==> config.mk <==
export PLATFORM = sky130hd
export DESIGN_NAME = decode_unit
export DESIGN_NICKNAME = d
export VERILOG_FILES = /design/src/rtl/decode_pkg.sv /design/src/rtl/instr_decode.sv /design/src/rtl/decode_unit.sv
export SDC_FILE = /design/constraint.sdc
export NUM_CORES = 1
export LEC_CHECK = 0
export CAP_MARGIN = 25
export CORE_ASPECT_RATIO = 0.5
export CORE_MARGIN = 2
export CORE_UTILIZATION = 55
export CTS_BUF_LIST = sky130_fd_sc_hd__clkbuf_4
export DETAILED_ROUTE_END_ITERATION = 6
export DONT_BUFFER_PORTS = 1
export GPL_ROUTABILITY_DRIVEN = 0
export HOLD_SLACK_MARGIN = 0.1
export PLACE_DENSITY = 0.79
export SYNTH_ARGS = -nofsm -noshare
export SYNTH_HDL_FRONTEND = slang
export SYNTH_SLANG_ARGS = --single-unit
==> constraint.sdc <==
create_clock -name clk -period 3 [get_ports clk]
set_input_delay 0.6 -clock clk [delete_from_list [all_inputs] [get_ports clk]]
set_output_delay 0.6 -clock clk [all_outputs]
set_load 0.005 [all_outputs]
==> src/rtl/decode_pkg.sv <==
// Shared MIPS decode constants: opcode, funct, REGIMM and COP0 selectors,
// instruction class codes and exception codes.
package decode_pkg;

    // Primary opcodes
    localparam logic [5:0] OpSpecial = 6'h00;
    localparam logic [5:0] OpRegimm  = 6'h01;
    localparam logic [5:0] OpJ       = 6'h02;
    localparam logic [5:0] OpJal     = 6'h03;
    localparam logic [5:0] OpBeq     = 6'h04;
    localparam logic [5:0] OpBne     = 6'h05;
    localparam logic [5:0] OpBlez    = 6'h06;
    localparam logic [5:0] OpBgtz    = 6'h07;
    localparam logic [5:0] OpAddi    = 6'h08;
    localparam logic [5:0] OpAddiu   = 6'h09;
    localparam logic [5:0] OpSlti    = 6'h0A;
    localparam logic [5:0] OpSltiu   = 6'h0B;
    localparam logic [5:0] OpAndi    = 6'h0C;
    localparam logic [5:0] OpOri     = 6'h0D;
    localparam logic [5:0] OpXori    = 6'h0E;
    localparam logic [5:0] OpLui     = 6'h0F;
    localparam logic [5:0] OpCop0    = 6'h10;
    localparam logic [5:0] OpBeql    = 6'h14;
    localparam logic [5:0] OpBnel    = 6'h15;
    localparam logic [5:0] OpBlezl   = 6'h16;
    localparam logic [5:0] OpBgtzl   = 6'h17;
    localparam logic [5:0] OpLb      = 6'h20;
    localparam logic [5:0] OpLh      = 6'h21;
    localparam logic [5:0] OpLwl     = 6'h22;
    localparam logic [5:0] OpLw      = 6'h23;
    localparam logic [5:0] OpLbu     = 6'h24;
    localparam logic [5:0] OpLhu     = 6'h25;
    localparam logic [5:0] OpLwr     = 6'h26;
    localparam logic [5:0] OpSb      = 6'h28;
    localparam logic [5:0] OpSh      = 6'h29;
    localparam logic [5:0] OpSwl     = 6'h2A;
    localparam logic [5:0] OpSw      = 6'h2B;
    localparam logic [5:0] OpSwr     = 6'h2E;

    // SPECIAL funct codes
    localparam logic [5:0] FnSll     = 6'h00;
    localparam logic [5:0] FnSrl     = 6'h02;
    localparam logic [5:0] FnSra     = 6'h03;
    localparam logic [5:0] FnSllv    = 6'h04;
    localparam logic [5:0] FnSrlv    = 6'h06;
    localparam logic [5:0] FnSrav    = 6'h07;
    localparam logic [5:0] FnJr      = 6'h08;
    localparam logic [5:0] FnJalr    = 6'h09;
    localparam logic [5:0] FnSyscall = 6'h0C;
    localparam logic [5:0] FnBreak   = 6'h0D;
    localparam logic [5:0] FnMfhi    = 6'h10;
    localparam logic [5:0] FnMthi    = 6'h11;
    localparam logic [5:0] FnMflo    = 6'h12;
    localparam logic [5:0] FnMtlo    = 6'h13;
    localparam logic [5:0] FnMult    = 6'h18;
    localparam logic [5:0] FnMultu   = 6'h19;
    localparam logic [5:0] FnDiv     = 6'h1A;
    localparam logic [5:0] FnDivu    = 6'h1B;
    localparam logic [5:0] FnAdd     = 6'h20;
    localparam logic [5:0] FnAddu    = 6'h21;
    localparam logic [5:0] FnSub     = 6'h22;
    localparam logic [5:0] FnSubu    = 6'h23;
    localparam logic [5:0] FnAnd     = 6'h24;
    localparam logic [5:0] FnOr      = 6'h25;
    localparam logic [5:0] FnXor     = 6'h26;
    localparam logic [5:0] FnNor     = 6'h27;
    localparam logic [5:0] FnSlt     = 6'h2A;
    localparam logic [5:0] FnSltu    = 6'h2B;
    localparam logic [5:0] FnTge     = 6'h30;
    localparam logic [5:0] FnTgeu    = 6'h31;
    localparam logic [5:0] FnTlt     = 6'h32;
    localparam logic [5:0] FnTltu    = 6'h33;
    localparam logic [5:0] FnTeq     = 6'h34;
    localparam logic [5:0] FnTne     = 6'h36;

    // REGIMM rt selectors
    localparam logic [4:0] RtBltz    = 5'h00;
    localparam logic [4:0] RtBgez    = 5'h01;
    localparam logic [4:0] RtBltzl   = 5'h02;
    localparam logic [4:0] RtBgezl   = 5'h03;
    localparam logic [4:0] RtTgei    = 5'h08;
    localparam logic [4:0] RtTgeiu   = 5'h09;
    localparam logic [4:0] RtTlti    = 5'h0A;
    localparam logic [4:0] RtTltiu   = 5'h0B;
    localparam logic [4:0] RtTeqi    = 5'h0C;
    localparam logic [4:0] RtTnei    = 5'h0E;
    localparam logic [4:0] RtBltzal  = 5'h10;
    localparam logic [4:0] RtBgezal  = 5'h11;
    localparam logic [4:0] RtBltzall = 5'h12;
    localparam logic [4:0] RtBgezall = 5'h13;

    // COP0 rs selectors and CO-space funct
    localparam logic [4:0] CopMf     = 5'h00;
    localparam logic [4:0] CopMt     = 5'h04;
    localparam logic [5:0] FnEret    = 6'h18;

    typedef enum logic [3:0] {
        ClsNop    = 4'd0,
        ClsCalr   = 4'd1,
        ClsCali   = 4'd2,
        ClsLoad   = 4'd3,
        ClsStore  = 4'd4,
        ClsBranch = 4'd5,
        ClsJump   = 4'd6,
        ClsShift  = 4'd7,
        ClsMulDiv = 4'd8,
        ClsMfHiLo = 4'd9,
        ClsMtHiLo = 4'd10,
        ClsMfc0   = 4'd11,
        ClsMtc0   = 4'd12,
        ClsTrap   = 4'd13,
        ClsEret   = 4'd14,
        ClsSys    = 4'd15
    } instr_class_e;

    localparam logic [4:0] ExcNone = 5'd0;
    localparam logic [4:0] ExcSys  = 5'd8;
    localparam logic [4:0] ExcBp   = 5'd9;
    localparam logic [4:0] ExcRi   = 5'd10;

    // Classes that touch HI/LO and must wait for the mult/div unit
    function automatic logic uses_hilo(instr_class_e cls);
        return cls inside {ClsMulDiv, ClsMfHiLo, ClsMtHiLo};
    endfunction

endpackage

==> src/rtl/instr_decode.sv <==
// Combinational MIPS decode: destination register, class code, exception code
// and mult/div kind for one instruction word.
module instr_decode
    import decode_pkg::*;
(
    input  logic [31:0] instr_i,
    output logic [4:0]  dst_o,
    output logic [3:0]  cls_o,
    output logic [4:0]  exc_o,
    output logic        md_div_o
);

    logic [5:0] opcode;
    logic [5:0] funct;
    logic [4:0] rs;
    logic [4:0] rt;
    logic [4:0] rd;

    assign opcode = instr_i[31:26];
    assign rs     = instr_i[25:21];
    assign rt     = instr_i[20:16];
    assign rd     = instr_i[15:11];
    assign funct  = instr_i[5:0];

    instr_class_e cls;
    logic [4:0]   dst;
    logic [4:0]   exc;
    logic         md_div;
    logic         illegal;

    always_comb begin
        cls     = ClsNop;
        dst     = 5'd0;
        exc     = ExcNone;
        md_div  = 1'b0;
        illegal = 1'b0;
        case (opcode)
            OpSpecial: begin
                case (funct)
                    FnSll, FnSrl, FnSra, FnSllv, FnSrlv, FnSrav: begin
                        // All-zero word is the canonical nop, not a shift
                        cls = (instr_i == 32'h0) ? ClsNop : ClsShift;
                        dst = rd;
                    end
                    FnJr:      cls = ClsJump;
                    FnJalr: begin
                        cls = ClsJump;
                        dst = rd;
                    end
                    FnSyscall: begin
                        cls = ClsSys;
                        exc = ExcSys;
                    end
                    FnBreak: begin
                        cls = ClsSys;
                        exc = ExcBp;
                    end
                    FnMfhi, FnMflo: begin
                        cls = ClsMfHiLo;
                        dst = rd;
                    end
                    FnMthi, FnMtlo:  cls = ClsMtHiLo;
                    FnMult, FnMultu: cls = ClsMulDiv;
                    FnDiv, FnDivu: begin
                        cls    = ClsMulDiv;
                        md_div = 1'b1;
                    end
                    FnAdd, FnAddu, FnSub, FnSubu, FnAnd, FnOr, FnXor, FnNor,
                    FnSlt, FnSltu: begin
                        cls = ClsCalr;
                        dst = rd;
                    end
                    FnTge, FnTgeu, FnTlt, FnTltu, FnTeq, FnTne: cls = ClsTrap;
                    default: illegal = 1'b1;
                endcase
            end
            OpRegimm: begin
                case (rt)
                    RtBltz, RtBgez, RtBltzl, RtBgezl: cls = ClsBranch;
                    RtBltzal, RtBgezal, RtBltzall, RtBgezall: begin
                        cls = ClsBranch;
                        dst = 5'd31;
                    end
                    RtTgei, RtTgeiu, RtTlti, RtTltiu, RtTeqi, RtTnei: cls = ClsTrap;
                    default: illegal = 1'b1;
                endcase
            end
            OpJ: cls = ClsJump;
            OpJal: begin
                cls = ClsJump;
                dst = 5'd31;
            end
            OpBeq, OpBne, OpBlez, OpBgtz, OpBeql, OpBnel, OpBlezl, OpBgtzl: cls = ClsBranch;
            OpAddi, OpAddiu, OpSlti, OpSltiu, OpAndi, OpOri, OpXori, OpLui: begin
                cls = ClsCali;
                dst = rt;
            end
            OpCop0: begin
                case (rs)
                    CopMf: begin
                        cls = ClsMfc0;
                        dst = rt;
                    end
                    CopMt: cls = ClsMtc0;
                    default: begin
                        if (rs[4] && funct == FnEret) begin
                            cls = ClsEret;
                        end else begin
                            illegal = 1'b1;
                        end
                    end
                endcase
            end
            OpLb, OpLh, OpLwl, OpLw, OpLbu, OpLhu, OpLwr: begin
                cls = ClsLoad;
                dst = rt;
            end
            OpSb, OpSh, OpSwl, OpSw, OpSwr: cls = ClsStore;
            default: illegal = 1'b1;
        endcase

        if (illegal) begin
            cls    = ClsNop;
            dst    = 5'd0;
            exc    = ExcRi;
            md_div = 1'b0;
        end
    end

    assign dst_o    = dst;
    assign cls_o    = cls;
    assign exc_o    = exc;
    assign md_div_o = md_div;

endmodule

==> src/rtl/decode_unit.sv <==
// Single-entry decode stage with valid/ready handshake and a mult/div busy
// counter that holds back HI/LO-dependent entries.
module decode_unit
    import decode_pkg::*;
#(
    parameter int unsigned MULT_CYCLES = 5,
    parameter int unsigned DIV_CYCLES  = 10,
    parameter int unsigned CNT_W       = 4
) (
    input  logic        clk,
    input  logic        reset,
    input  logic        in_valid,
    input  logic [31:0] in_instr,
    output logic        in_ready,
    input  logic        flush,
    output logic        out_valid,
    input  logic        out_ready,
    output logic [31:0] out_instr,
    output logic [4:0]  out_dst,
    output logic [3:0]  out_class,
    output logic [4:0]  out_exc,
    output logic        md_busy
);

    localparam logic [CNT_W-1:0] MultLoad = CNT_W'(MULT_CYCLES);
    localparam logic [CNT_W-1:0] DivLoad  = CNT_W'(DIV_CYCLES);

    logic [4:0] dec_dst;
    logic [3:0] dec_cls;
    logic [4:0] dec_exc;
    logic       dec_md_div;

    instr_decode u_instr_decode (
        .instr_i  (in_instr),
        .dst_o    (dec_dst),
        .cls_o    (dec_cls),
        .exc_o    (dec_exc),
        .md_div_o (dec_md_div)
    );

    logic             full_q, full_d;
    logic [31:0]      instr_q, instr_d;
    logic [4:0]       dst_q, dst_d;
    instr_class_e     cls_q, cls_d;
    logic [4:0]       exc_q, exc_d;
    logic             md_div_q, md_div_d;
    logic [CNT_W-1:0] cnt_q, cnt_d;

    logic handoff;
    logic accept;
    logic hl_block;

    assign md_busy   = (cnt_q != '0);
    assign hl_block  = md_busy & uses_hilo(cls_q);
    assign out_valid = full_q & ~hl_block;
    assign handoff   = out_valid & out_ready;
    assign in_ready  = ~full_q | handoff;
    assign accept    = in_valid & in_ready & ~flush;

    always_comb begin
        full_d   = full_q;
        instr_d  = instr_q;
        dst_d    = dst_q;
        cls_d    = cls_q;
        exc_d    = exc_q;
        md_div_d = md_div_q;
        if (flush) begin
            full_d = 1'b0;
        end else if (accept) begin
            full_d   = 1'b1;
            instr_d  = in_instr;
            dst_d    = dec_dst;
            cls_d    = instr_class_e'(dec_cls);
            exc_d    = dec_exc;
            md_div_d = dec_md_div;
        end else if (handoff) begin
            full_d = 1'b0;
        end
    end

    // A mult/div leaving the stage restarts the counter even during a flush
    always_comb begin
        cnt_d = cnt_q;
        if (handoff && cls_q == ClsMulDiv) begin
            cnt_d = md_div_q ? DivLoad : MultLoad;
        end else if (cnt_q != '0) begin
            cnt_d = cnt_q - 1'b1;
        end
    end

    always_ff @(posedge clk) begin
        if (reset) begin
            full_q   <= 1'b0;
            instr_q  <= 32'h0;
            dst_q    <= 5'd0;
            cls_q    <= ClsNop;
            exc_q    <= ExcNone;
            md_div_q <= 1'b0;
            cnt_q    <= '0;
        end else begin
            full_q   <= full_d;
            instr_q  <= instr_d;
            dst_q    <= dst_d;
            cls_q    <= cls_d;
            exc_q    <= exc_d;
            md_div_q <= md_div_d;
            cnt_q    <= cnt_d;
        end
    end

    assign out_instr = instr_q;
    assign out_dst   = dst_q;
    assign out_class = cls_q;
    assign out_exc   = exc_q;

endmodule

==> results of run 1 <==
[cell usage after synthesis, types with 2 or more instances]
library cell,instances
nand2_1,89
a21oi_1,50
dfxtp_1,50
clkbuf_1,22
nor2_1,21
a221oi_1,10
inv_1,8
nand2b_1,8
nor3_1,7
buf_2,6
nor4_1,6
o21ai_0,6
nor2b_1,5
a22oi_1,4
o31ai_1,4
a211oi_1,3
a32oi_1,3
and2_1,3
buf_1,3
nand3_1,3
nand3b_1,3
or3_1,3
a21o_1,2
buf_4,2
ha_1,2
nand4_1,2
nor4bb_1,2
o21a_1,2
o21bai_1,2
o221ai_1,2
o22a_1,2
o22ai_1,2
o31a_1,2
[metal layers]
layer	global-route usage, %	part of all wire (%)
met2	36.8	43
met3	9.05	12
met1	33.9	45
met5	0	0
met4	6.00	0.58
[worst max path at each step]
stage,end,start,slack [ns]
6_report,out_dst[1],cnt_q[0],0.41
3_5_place_dp,out_dst[1],cnt_q[0],0.45
3_3_place_gp,out_dst[0],cnt_q[0],0.59
5_1_grt,out_dst[1],cnt_q[0],0.20
2_1_floorplan,out_dst[4],in_instr[27],0.86
4_1_cts,out_dst[1],cnt_q[0],0.42
[worst register-to-register path, stage by stage, from the launching register on]
cell	delay, ns
dfxtp_1	0.33
inv_1	0.11
ha_1	0.19
nor3b_4	0.36
o311ai_4	0.17
a21bo_4	0.42
nor3_4	0.40
o2111ai_4	0.22
a221oi_1	0.31
[cell type report]
type                    instances  area, µm²  share of cell area (%)
multi-input cells             280       1620                    56.8
diodes                          1       2.50                  0.0875
clock buffers                   5       37.5                    1.31
clock inverters                 3       68.8                    2.41
inverters                       8       30.0                    1.05
repair buffers                  1       7.51                   0.263
flip-flops and latches         50       1000                    35.0
well taps                      70       87.6                    3.06
[state kept, by name, summed over array words and instances, names as in the netlist]
signal	cells
cnt_q	4
md_div_q	1
out_dst	5
out_exc	3
out_class	4
out_instr	32
full_q	1
[cell families after synthesis]
logic type	after synthesis
AND/OR/NAND/NOR	163
other	1
buffers and inverters	41
XOR/XNOR	2
adder cells (fa/ha/maj)	2
flip-flops	50
AO/OA/AOI/OAI	111
[power by group]
part           internal [mW]  total, mW  leakage (nW)  switching [mW]
logic                  0.144      0.319         0.468           0.175
registers              0.712      0.755         0.408          0.0432
clock network          0.261      0.481        0.0554           0.220
[through the flow]
step	utilization, %	hold slack [ns]
2_1_floorplan	-	0.445
3_3_place_gp	56.0	0.453
3_5_place_dp	56.0	0.457
4_1_cts	58.2	0.267
5_1_grt	58.2	0.250
6_report	58.2	0.283
==> flow_metrics.tcl, run 1 <==
set metrics [dict create \
    setup-violations-final 0 \
    final.fill_count 482 \
    drt_iter0_drc 326 \
    slowest_stage "a21bo_4" \
    place_area_um2 2750 \
    yosys-mux-area-fraction_pct 0 \
    min-delay-path-class "in2reg" \
    yosys_most_used_dff "dfxtp_1" \
    final_hold_viol_count 0 \
    drt_drc 0 \
    die-height_um 54.4 \
    port_buffers 0 \
    synth_top_family_by_area "simple AND/OR/NAND/NOR gates" \
    grt_first_pass_wirelength_um 11000 \
    hold_buffers 0 \
    finalMaxSlewViolations 0 \
    run_status "completed" \
    critical_path.cell_chain "inv_1 -> ha_1 -> nor3b_4 -> o311ai_4 -> a21bo_4 -> nor3_4 -> o2111ai_4 -> a221oi_1" \
    synth_area_per_cell_um2 7.54 \
    yosysWarningCount 0 \
    maximum_resistive_drop_on_vdd_uv 300 \
    cts_setup_buffers 0 \
    finalWorstPathRequiredPeriod_ns 2.59 \
    crit_arrival_ns 2.87 \
    core-area_um2 4910 \
    post_synth_num_cell_types 64 \
    critical_path.top_delay_family "compound AO/OA/AOI/OAI gates" \
    post-place-ws_ns 0.447 \
    final_layout_size_suffix_gt1_share_pct 4.90 \
    global_route.overflow_total 0 \
    clk_pin_slew_worst_paths_ns 0.16 \
    die_area_um2 5690 \
    synthSimpleGateAreaFrac_pct 28.3 \
    static-leakage-power_nw 0.932 \
    startpoint_type "flop" \
    setup_slack_ns 0.413 \
    finalWirelength_um 7250 \
    cts_bufs_inserted 5 \
    antenna_left 0 \
    worstHoldEndpoint "out_dst[4]" \
    reg2reg_from "cnt_q[0]" \
    portion_of_the_clock_cycle_consumed_by_the_worst_path_in_the_final_layout_pct 86.2 \
    dr.pass1.iters 5 \
    layout_common_cells "89 x nand2_1, 50 x a21oi_1, 50 x dfxtp_1, 21 x nor2_1, 10 x a221oi_1" \
    synth_area_leader_cell "dfxtp_1" \
    area_growth_pct 2.47 \
    synth_xor_xnor_area_share_pct 0.628 \
    vias_in_the_first_global_route 2181 \
    antenna_found_initial 0 \
    post_synth_inst_count 370 \
    avgRoutedWirePerCell_um 17.4 \
    rrSetupSlack_ns 0.41 \
    buffer_type_at_the_clock_tree_root "clkbuf_4" \
    total_power_mw 1.56 \
    fin_nets 385 \
    cp_max_fo 50 \
    post-dp-hpwl_um 5200 \
    worst-slew-pin-transition_ns 0.715 \
    drv.max_cap_violation_count 0 \
    gr-usage-all-layers_pct 24.6 \
    timing.setup.critical_path_class "reg2reg" \
    final_design_area_no_fill_um2 2860 \
    r2r-end "out_dst[1]" \
    htree_num_levels 2 \
    synth_enable_flop_cells 0 \
    maxClockFrequency_ghz 0.387 \
    crit_path_end_kind "flop" \
    power_density_nw_per_um2 544 \
    reg2regPathDepth 8 \
    min-delay-start "reset" \
    count_of_placed_standard_cells_in_the_final_layout_fillers_left_out 418 \
    worstHoldPathCells 1 \
    quantity_of_gates_resized_following_cts 0 \
    critical_path_cell_count 8 \
    postSynthRegisterBits 50 \
    synth_compound_gate_area_share_pct 28.2 \
    max_slew_margin_vs_limit_pct 51.9 \
    path_buf_inv 1 \
    yosys-top-cells-area "dfxtp_1 36%, nand2_1 12%, a21oi_1 9.0%" \
    cts_tree "built" \
    routed_via_count 2652 \
    critical_path_required_ns 3.28 \
    yosys.area.top_type_share_pct 35.9 \
    netlist_area_um2 2790 \
    numPlacedInstances 409 \
    grt_max_degree 53 \
    average_via_count_per_standard_cell 6.34 \
    asyncSetResetFlopFracSynth_pct 0 \
    floorplan.initialDensity_pct 56.8 \
    seq_area_frac_synth_pct 35.9 \
    rsz0062_at_grt "no" \
    worstSkewPairLatency_ns 0.38 \
    cpPeakStageDelay_ns 0.42 \
    die_w_um 105 \
    synth_adder_area_share_pct 0.897 \
    clock-skew-final_ns 0.0245 \
    clock_sinks 50 \
    placement_rows 18 \
    mostFrequentLayoutCell "nand2_1" \
    top_level_ports 86 \
    fin_setup_tns_ns 0 \
    max-clock-path-buffers 2 \
]
Note: power is estimated with default switching activity, not from simulation.
==> inputs of run 2 (changes only) <==
--- a/config.mk
+++ b/config.mk
@@ -5,6 +5,7 @@
 export SDC_FILE = /design/constraint.sdc
 export NUM_CORES = 1
 export LEC_CHECK = 0
+export ABC_CLOCK_PERIOD_IN_PS = 3000
 export CAP_MARGIN = 25
 export CORE_ASPECT_RATIO = 0.5
 export CORE_MARGIN = 2
@@ -15,6 +16,8 @@
 export GPL_ROUTABILITY_DRIVEN = 0
 export HOLD_SLACK_MARGIN = 0.1
 export PLACE_DENSITY = 0.79
+export SLEW_MARGIN = 20
 export SYNTH_ARGS = -nofsm -noshare
 export SYNTH_HDL_FRONTEND = slang
+export SYNTH_HIERARCHICAL = 1
 export SYNTH_SLANG_ARGS = --single-unit
==> flow_metrics.tcl, run 2 <==
set metrics [dict create \
    cts_setup_buffers 0 \
    post-dp-hpwl_um 5140 \
    antenna_found_initial 0 \
    area_growth_pct 0.733 \
    pwr-share-clk_pct 26.3 \
    average_via_count_per_standard_cell 6.01 \
    drt_iter0_drc 211 \
    startpoint_type "flop" \
    post_synth_num_cell_types 60 \
    worstSkewPairLatency_ns 0.37 \
    grt_first_pass_wirelength_um 11300 \
    seq_area_frac_synth_pct 32.1 \
    power_density_nw_per_um2 469 \
    yosysWarningCount 6 \
    sequentialPowerShare_pct 51.8 \
    synth_area_leader_cell "dfxtp_1" \
    total_power_mw 1.53 \
    worstHoldPathCells 1 \
    comb_power_share_pct 21.9 \
    mostFrequentLayoutCell "nand2b_1" \
    postSynthRegisterBits 52 \
    post_synth_inst_count 362 \
    floorplan.initialDensity_pct 58.1 \
    sequential_cell_area_um2 1040 \
    clock_sinks 52 \
    yosys.area.top_type_share_pct 32.1 \
    maximum_resistive_drop_on_vdd_uv 438 \
    finalWirelength_um 7220 \
    reg2reg_from "cnt_q[0]" \
    final_hold_viol_count 0 \
    drv.max_cap_violation_count 0 \
    yosys_most_used_dff "dfxtp_1" \
    cts_tree "built" \
    ys_top_cells_by_count "104 x nand2b_1, 52 x dfxtp_1, 48 x mux2i_1" \
    die-height_um 58.3 \
    clock-skew-final_ns 0.0172 \
    fin_nets 384 \
    placement_rows 19 \
    die_area_um2 6570 \
    dr.pass1.iters 4 \
    vias_in_the_first_global_route 2389 \
    timing.setup.critical_path_class "reg2out" \
    crit_arrival_ns 1.56 \
    yosys-top-cells-area "dfxtp_1 32%, nand2b_1 20%, mux2i_1 15%" \
    port_buffers 0 \
    synth_enable_flop_cells 0 \
    gr-usage-all-layers_pct 21.7 \
    cts_bufs_inserted 5 \
    asyncSetResetFlopFracSynth_pct 0 \
    final_layout_size_suffix_gt1_share_pct 6.07 \
    portion_of_the_clock_cycle_consumed_by_the_worst_path_in_the_final_layout_pct 72.0 \
    fin_setup_tns_ns 0 \
    run_status "completed" \
    power.switching_fraction_pct 29.2 \
    max-clock-path-buffers 2 \
    finalWorstPathRequiredPeriod_ns 2.16 \
    power.switching_mw 0.447 \
    min-delay-path-class "in2reg" \
    clk_pin_slew_worst_paths_ns 0.15 \
    cp_max_fo 5 \
    rsz0062_at_grt "no" \
    layout_common_cells "104 x nand2b_1, 52 x dfxtp_1, 48 x mux2i_1, 12 x nand2_1" \
    r2r-end "out_instr[1]" \
    antenna_left 0 \
    cellInternalPower_mw 1.09 \
    reg2regPathDepth 7 \
    grt_max_degree 100 \
    hold_buffers 0 \
    netlist_area_um2 3240 \
    maxClockFrequency_ghz 0.463 \
    rrSetupSlack_ns 0.93 \
    crit_path_end_kind "output pin" \
    drt_drc 0 \
    worstHoldEndpoint "full_q" \
    critical_path_required_ns 2.40 \
    synth.most_common_cell "nand2b_1" \
    avgRoutedWirePerCell_um 17.2 \
    finalMaxSlewViolations 0 \
    htree_num_levels 2 \
    core-area_um2 5590 \
    largest_reg_flops 32 \
    insertedDiodeCount 0 \
    die_w_um 113 \
    finalCoreUtilization_pct 58.5 \
    static-leakage-power_nw 1.15 \
    multiInputGateArea_um2 2000 \
    synth_area_per_cell_um2 8.96 \
    routed_via_count 2517 \
    min-delay-start "flush" \
    top_level_ports 86 \
    buffer_type_at_the_clock_tree_root "clkbuf_4" \
    setup-violations-final 0 \
    final.fill_count 491 \
    global_route.overflow_total 0 \
    quantity_of_gates_resized_following_cts 0 \
]
run 2: cell count changes after synthesis, sizes merged, moves of 4 or more:
cell    before  now
clkbuf      22   12
nand2b       8  105
nor2        21   10
a21oi       50   10
nor3         9    3
a221o        0    5
mux2i        0   48
nand2       89   12
a221oi      11    0
a31oi        1    5
run 2: power groups by stage:
stage / logic (mW) / clock network, mW / registers [mW]
after global routing: 0.374 / 0.442 / 0.798
after floorplan: 0.312 / 0 / 0.795
after CTS: 0.334 / 0.411 / 0.793
after global placement: 0.307 / 0 / 0.804
after detailed placement: 0.332 / 0 / 0.808
final: 0.336 / 0.403 / 0.794
run 2: stage by stage:
| step | setup WS (ns) | hold slack, ns | cells | area, µm² |
|---|---|---|---|---|
| after global routing | 0.698 | 0.246 | 419 | 3270 |
| after CTS | 0.832 | 0.257 | 419 | 3270 |
| after floorplan | 0.963 | 0.465 | 363 | 3250 |
| final | 0.840 | 0.278 | 419 | 3270 |
| after global placement | 0.683 | 0.479 | 411 | 3190 |
| after detailed placement | 0.654 | 0.479 | 411 | 3190 |
run 2: worst max-delay path, cell delays in order, from the launching register on:
cell and delay, ns:
dfxtp_1 0.36, inv_1 0.10, ha_1 0.16, nor3b_4 0.27, nand2_1 0.16, nand3_1 0.15
run 2: cell type report:
type,instances,share of cell area (%)
clock buffer,5,1.15
tap,73,2.79
timing repair buffer,1,0.613
multi-input combinational,276,61.3
inverter,9,1.03
sequential,52,31.9
clock inverter,3,1.30
run 2: how the worst max path moves through the flow:
stage                      from           end  cells after the start
global route           cnt_q[0]      in_ready                      5
global placement    in_instr[7]  out_class[2]                      7
finish                 cnt_q[0]      in_ready                      5
floorplan           in_instr[2]  out_class[2]                      8
detailed placement  in_instr[7]  out_class[2]                      7
CTS                    cnt_q[0]      in_ready                      5
run 2: logic make-up (layout without fill, tap and decap cells):
| family | after synthesis | count (layout) | synth area share, % |
|---|---|---|---|
| other | 1 | 2 | 0.116 |
| buffers and inverters | 35 | 18 | 6.67 |
| AOI/OAI and AO/OA | 56 | 56 | 13.0 |
| adders and majority gates | 2 | 2 | 0.771 |
| and+or+nand+nor | 164 | 164 | 31.3 |
| muxes | 50 | 50 | 15.5 |
| DFF | 52 | 52 | 32.1 |
| xor gates and xnor gates | 2 | 2 | 0.540 |
run 2: metal layers:
layer  up-vias  GRT usage [%]  share of wire (%)
li1       1221              -                  -
met1      1188           27.6                 44
met2       106           36.4                 46
met3         2           6.90                 10
met4         0           5.92               0.57
met5         -              0                  0
==> inputs of run 3 (changes only) <==
--- a/config.mk
+++ b/config.mk
@@ -5,7 +5,7 @@
 export SDC_FILE = /design/constraint.sdc
 export NUM_CORES = 1
 export LEC_CHECK = 0
-export ABC_CLOCK_PERIOD_IN_PS = 3000
+export ABC_CLOCK_PERIOD_IN_PS = 1750
 export CAP_MARGIN = 25
 export CORE_ASPECT_RATIO = 0.5
 export CORE_MARGIN = 2
@@ -15,7 +15,7 @@
 export DONT_BUFFER_PORTS = 1
 export GPL_ROUTABILITY_DRIVEN = 0
 export HOLD_SLACK_MARGIN = 0.1
-export PLACE_DENSITY = 0.79
+export PLACE_DENSITY = 0.82
 export SLEW_MARGIN = 20
 export SYNTH_ARGS = -nofsm -noshare
 export SYNTH_HDL_FRONTEND = slang
==> constraint.sdc (replaced) <==
create_clock -name clk -period 1.75 [get_ports clk]
set_input_delay 0.35 -clock clk [delete_from_list [all_inputs] [get_ports clk]]
set_output_delay 0.35 -clock clk [all_outputs]
set_load 0.005 [all_outputs]
==> flow_metrics.tcl, run 3 (same netlist as run 2, synthesis figures left out) <==
set metrics [dict create \
    die_w_um 113 \
    violations "setup timing" \
    largest_reg_flops 32 \
    timing.setup.critical_path_class "reg2out" \
    final.fill_count 414 \
    top_level_ports 86 \
    cts_tree "built" \
    setup-violations-final 15 \
    power.switching_fraction_pct 30.8 \
    count_of_placed_standard_cells_in_the_final_layout_fillers_left_out 480 \
    cpPeakStageDelay_ns 0.37 \
    crit_arrival_ns 1.50 \
    finalCoreUtilization_pct 68.9 \
    critical_path.top_delay_family "flip-flops" \
    critical_path.cell_chain "inv_2 -> ha_2 -> nor3b_4 -> buf_6 -> o31a_1" \
    slowest_stage "dfxtp_2" \
    clock_sinks 52 \
    min-delay-path-class "in2reg" \
    port_buffers 0 \
    r2r-end "md_div_q" \
    routed_via_count 2828 \
    run_status "finished, violations left" \
    max-clock-path-buffers 2 \
    grt_max_degree 94 \
    post-dp-hpwl_um 5510 \
    static-leakage-power_nw 1.43 \
    drt_iter0_drc 191 \
    setup_slack_ns -0.100 \
    placement_rows 19 \
    layout_common_cells "104 x nand2b_1, 50 x dfxtp_1, 47 x mux2i_1, 31 x dlygate4sd3_1, 25 x buf_4" \
    final_design_area_no_fill_um2 3850 \
    min-delay-start "reset" \
    worstHoldPathCells 2 \
    drt_drc 0 \
    core-area_um2 5590 \
    total_power_mw 2.83 \
    average_via_count_per_standard_cell 5.89 \
    fin_nets 445 \
    avgRoutedWirePerCell_um 17.8 \
    maximum_resistive_drop_on_vdd_uv 799 \
    dr.pass1.iters 7 \
    rsz0062_at_grt "yes" \
    worstHoldEndpoint "out_instr[25]" \
    fin_setup_tns_ns -0.256 \
    vias_in_the_first_global_route 2806 \
    global_route.overflow_total 0 \
    maxClockFrequency_ghz 0.541 \
    reg2reg_from "cnt_q[1]" \
    power.switching_mw 0.872 \
    crit_path_end_kind "output pin" \
    reg2regPathDepth 8 \
    cts_bufs_inserted 5 \
    mostFrequentLayoutCell "nand2b_1" \
    worst_hold_slack_ns 0.118 \
    clock-skew-final_ns 0.0185 \
    cellInternalPower_mw 1.96 \
    sequentialPowerShare_pct 48.1 \
    final_layout_size_suffix_gt1_share_pct 15.2 \
    buffer_type_at_the_clock_tree_root "clkbuf_4" \
    gr-usage-all-layers_pct 26.2 \
    finalMaxSlewViolations 0 \
    pwr-share-clk_pct 20.2 \
    place_area_um2 3380 \
    power_density_nw_per_um2 735 \
    antenna_found_initial 0 \
    die_area_um2 6570 \
    cp_max_fo 3 \
    insertedDiodeCount 0 \
    numPlacedInstances 433 \
    finalWorstPathRequiredPeriod_ns 1.85 \
    comb_power_share_pct 31.7 \
    portion_of_the_clock_cycle_consumed_by_the_worst_path_in_the_final_layout_pct 106 \
    drv.max_cap_violation_count 0 \
    startpoint_type "flop" \
    final_hold_viol_count 0 \
    htree_num_levels 2 \
    path_buf_inv 2 \
    clk_pin_slew_worst_paths_ns 0.16 \
    critical_path_required_ns 1.40 \
    grt_first_pass_wirelength_um 13500 \
    floorplan.initialDensity_pct 58.1 \
    post-place-ws_ns -0.218 \
    worstSkewPairLatency_ns 0.40 \
    die-height_um 58.3 \
    finalWirelength_um 8520 \
    area_growth_pct 18.7 \
    rrSetupSlack_ns -0.02 \
    antenna_left 0 \
]
[run 3: changes by cell type in the layout (fill, tap and decap cells not counted), sizes merged]
cell         previous run  this run
clkinv                  2         1
bufinv                  1         0
clkinvlp                0         1
clkbuf                  5         6
buf                     1        31
dlygate4sd3             0        31
[run 3: layer usage]
metal	GRT usage [%]	part of all wire (%)
met1	33.0	43
met3	7.83	8.5
met2	43.5	46
met4	9.41	2.4
met5	0	0
[run 3: cell type report]
| type | count | area, µm² | area share, % |
|---|---|---|---|
| multi-input cells | 276 | 2030 | 52.8 |
| flip-flops and latches | 52 | 1040 | 27.1 |
| repair buffers | 62 | 592 | 15.4 |
| well taps | 73 | 91.3 | 2.37 |
| clock buffers | 6 | 45.0 | 1.17 |
| inverters | 9 | 33.8 | 0.877 |
| clock inverters | 2 | 11.3 | 0.292 |
[run 3: worst max path at each step]
stage / start / to / slack, ns / cells past startpoint
floorplan: in_instr[25] / out_class[2] / -0.02 / 7
global placement: in_instr[7] / out_class[2] / -0.17 / 8
finish: cnt_q[1] / out_valid / -0.10 / 5
global route: cnt_q[1] / out_valid / -0.15 / 5
CTS: cnt_q[1] / out_valid / -0.09 / 5
detailed placement: in_instr[7] / out_class[2] / -0.22 / 8
[run 3: worst register-to-register path, stage by stage (launching register included)]
cell and delay (ns):
dfxtp_2 0.36, inv_2 0.06, ha_2 0.16, nor3b_4 0.22
nand2_2 0.11, a311oi_4 0.26, buf_12 0.19, buf_12 0.16
mux2i_2 0.20
[run 3: power by group through the flow]
stage | combinational (mW) | clock [mW] | sequential [mW]
after floorplan | 0.536 | 0 | 1.36
after global placement | 0.604 | 0 | 1.38
final | 0.898 | 0.571 | 1.36
after detailed placement | 0.648 | 0 | 1.38
after global routing | 0.964 | 0.629 | 1.37
after CTS | 0.817 | 0.580 | 1.36
[run 3: what timing repair did]
item	CTS	global route
setup buffers	7	1
gates resized for setup	6	7
pin swaps	3	1
hold endpoints to repair	31	3
endpoints found under the setup margin	46	51
hold buffers	28	3
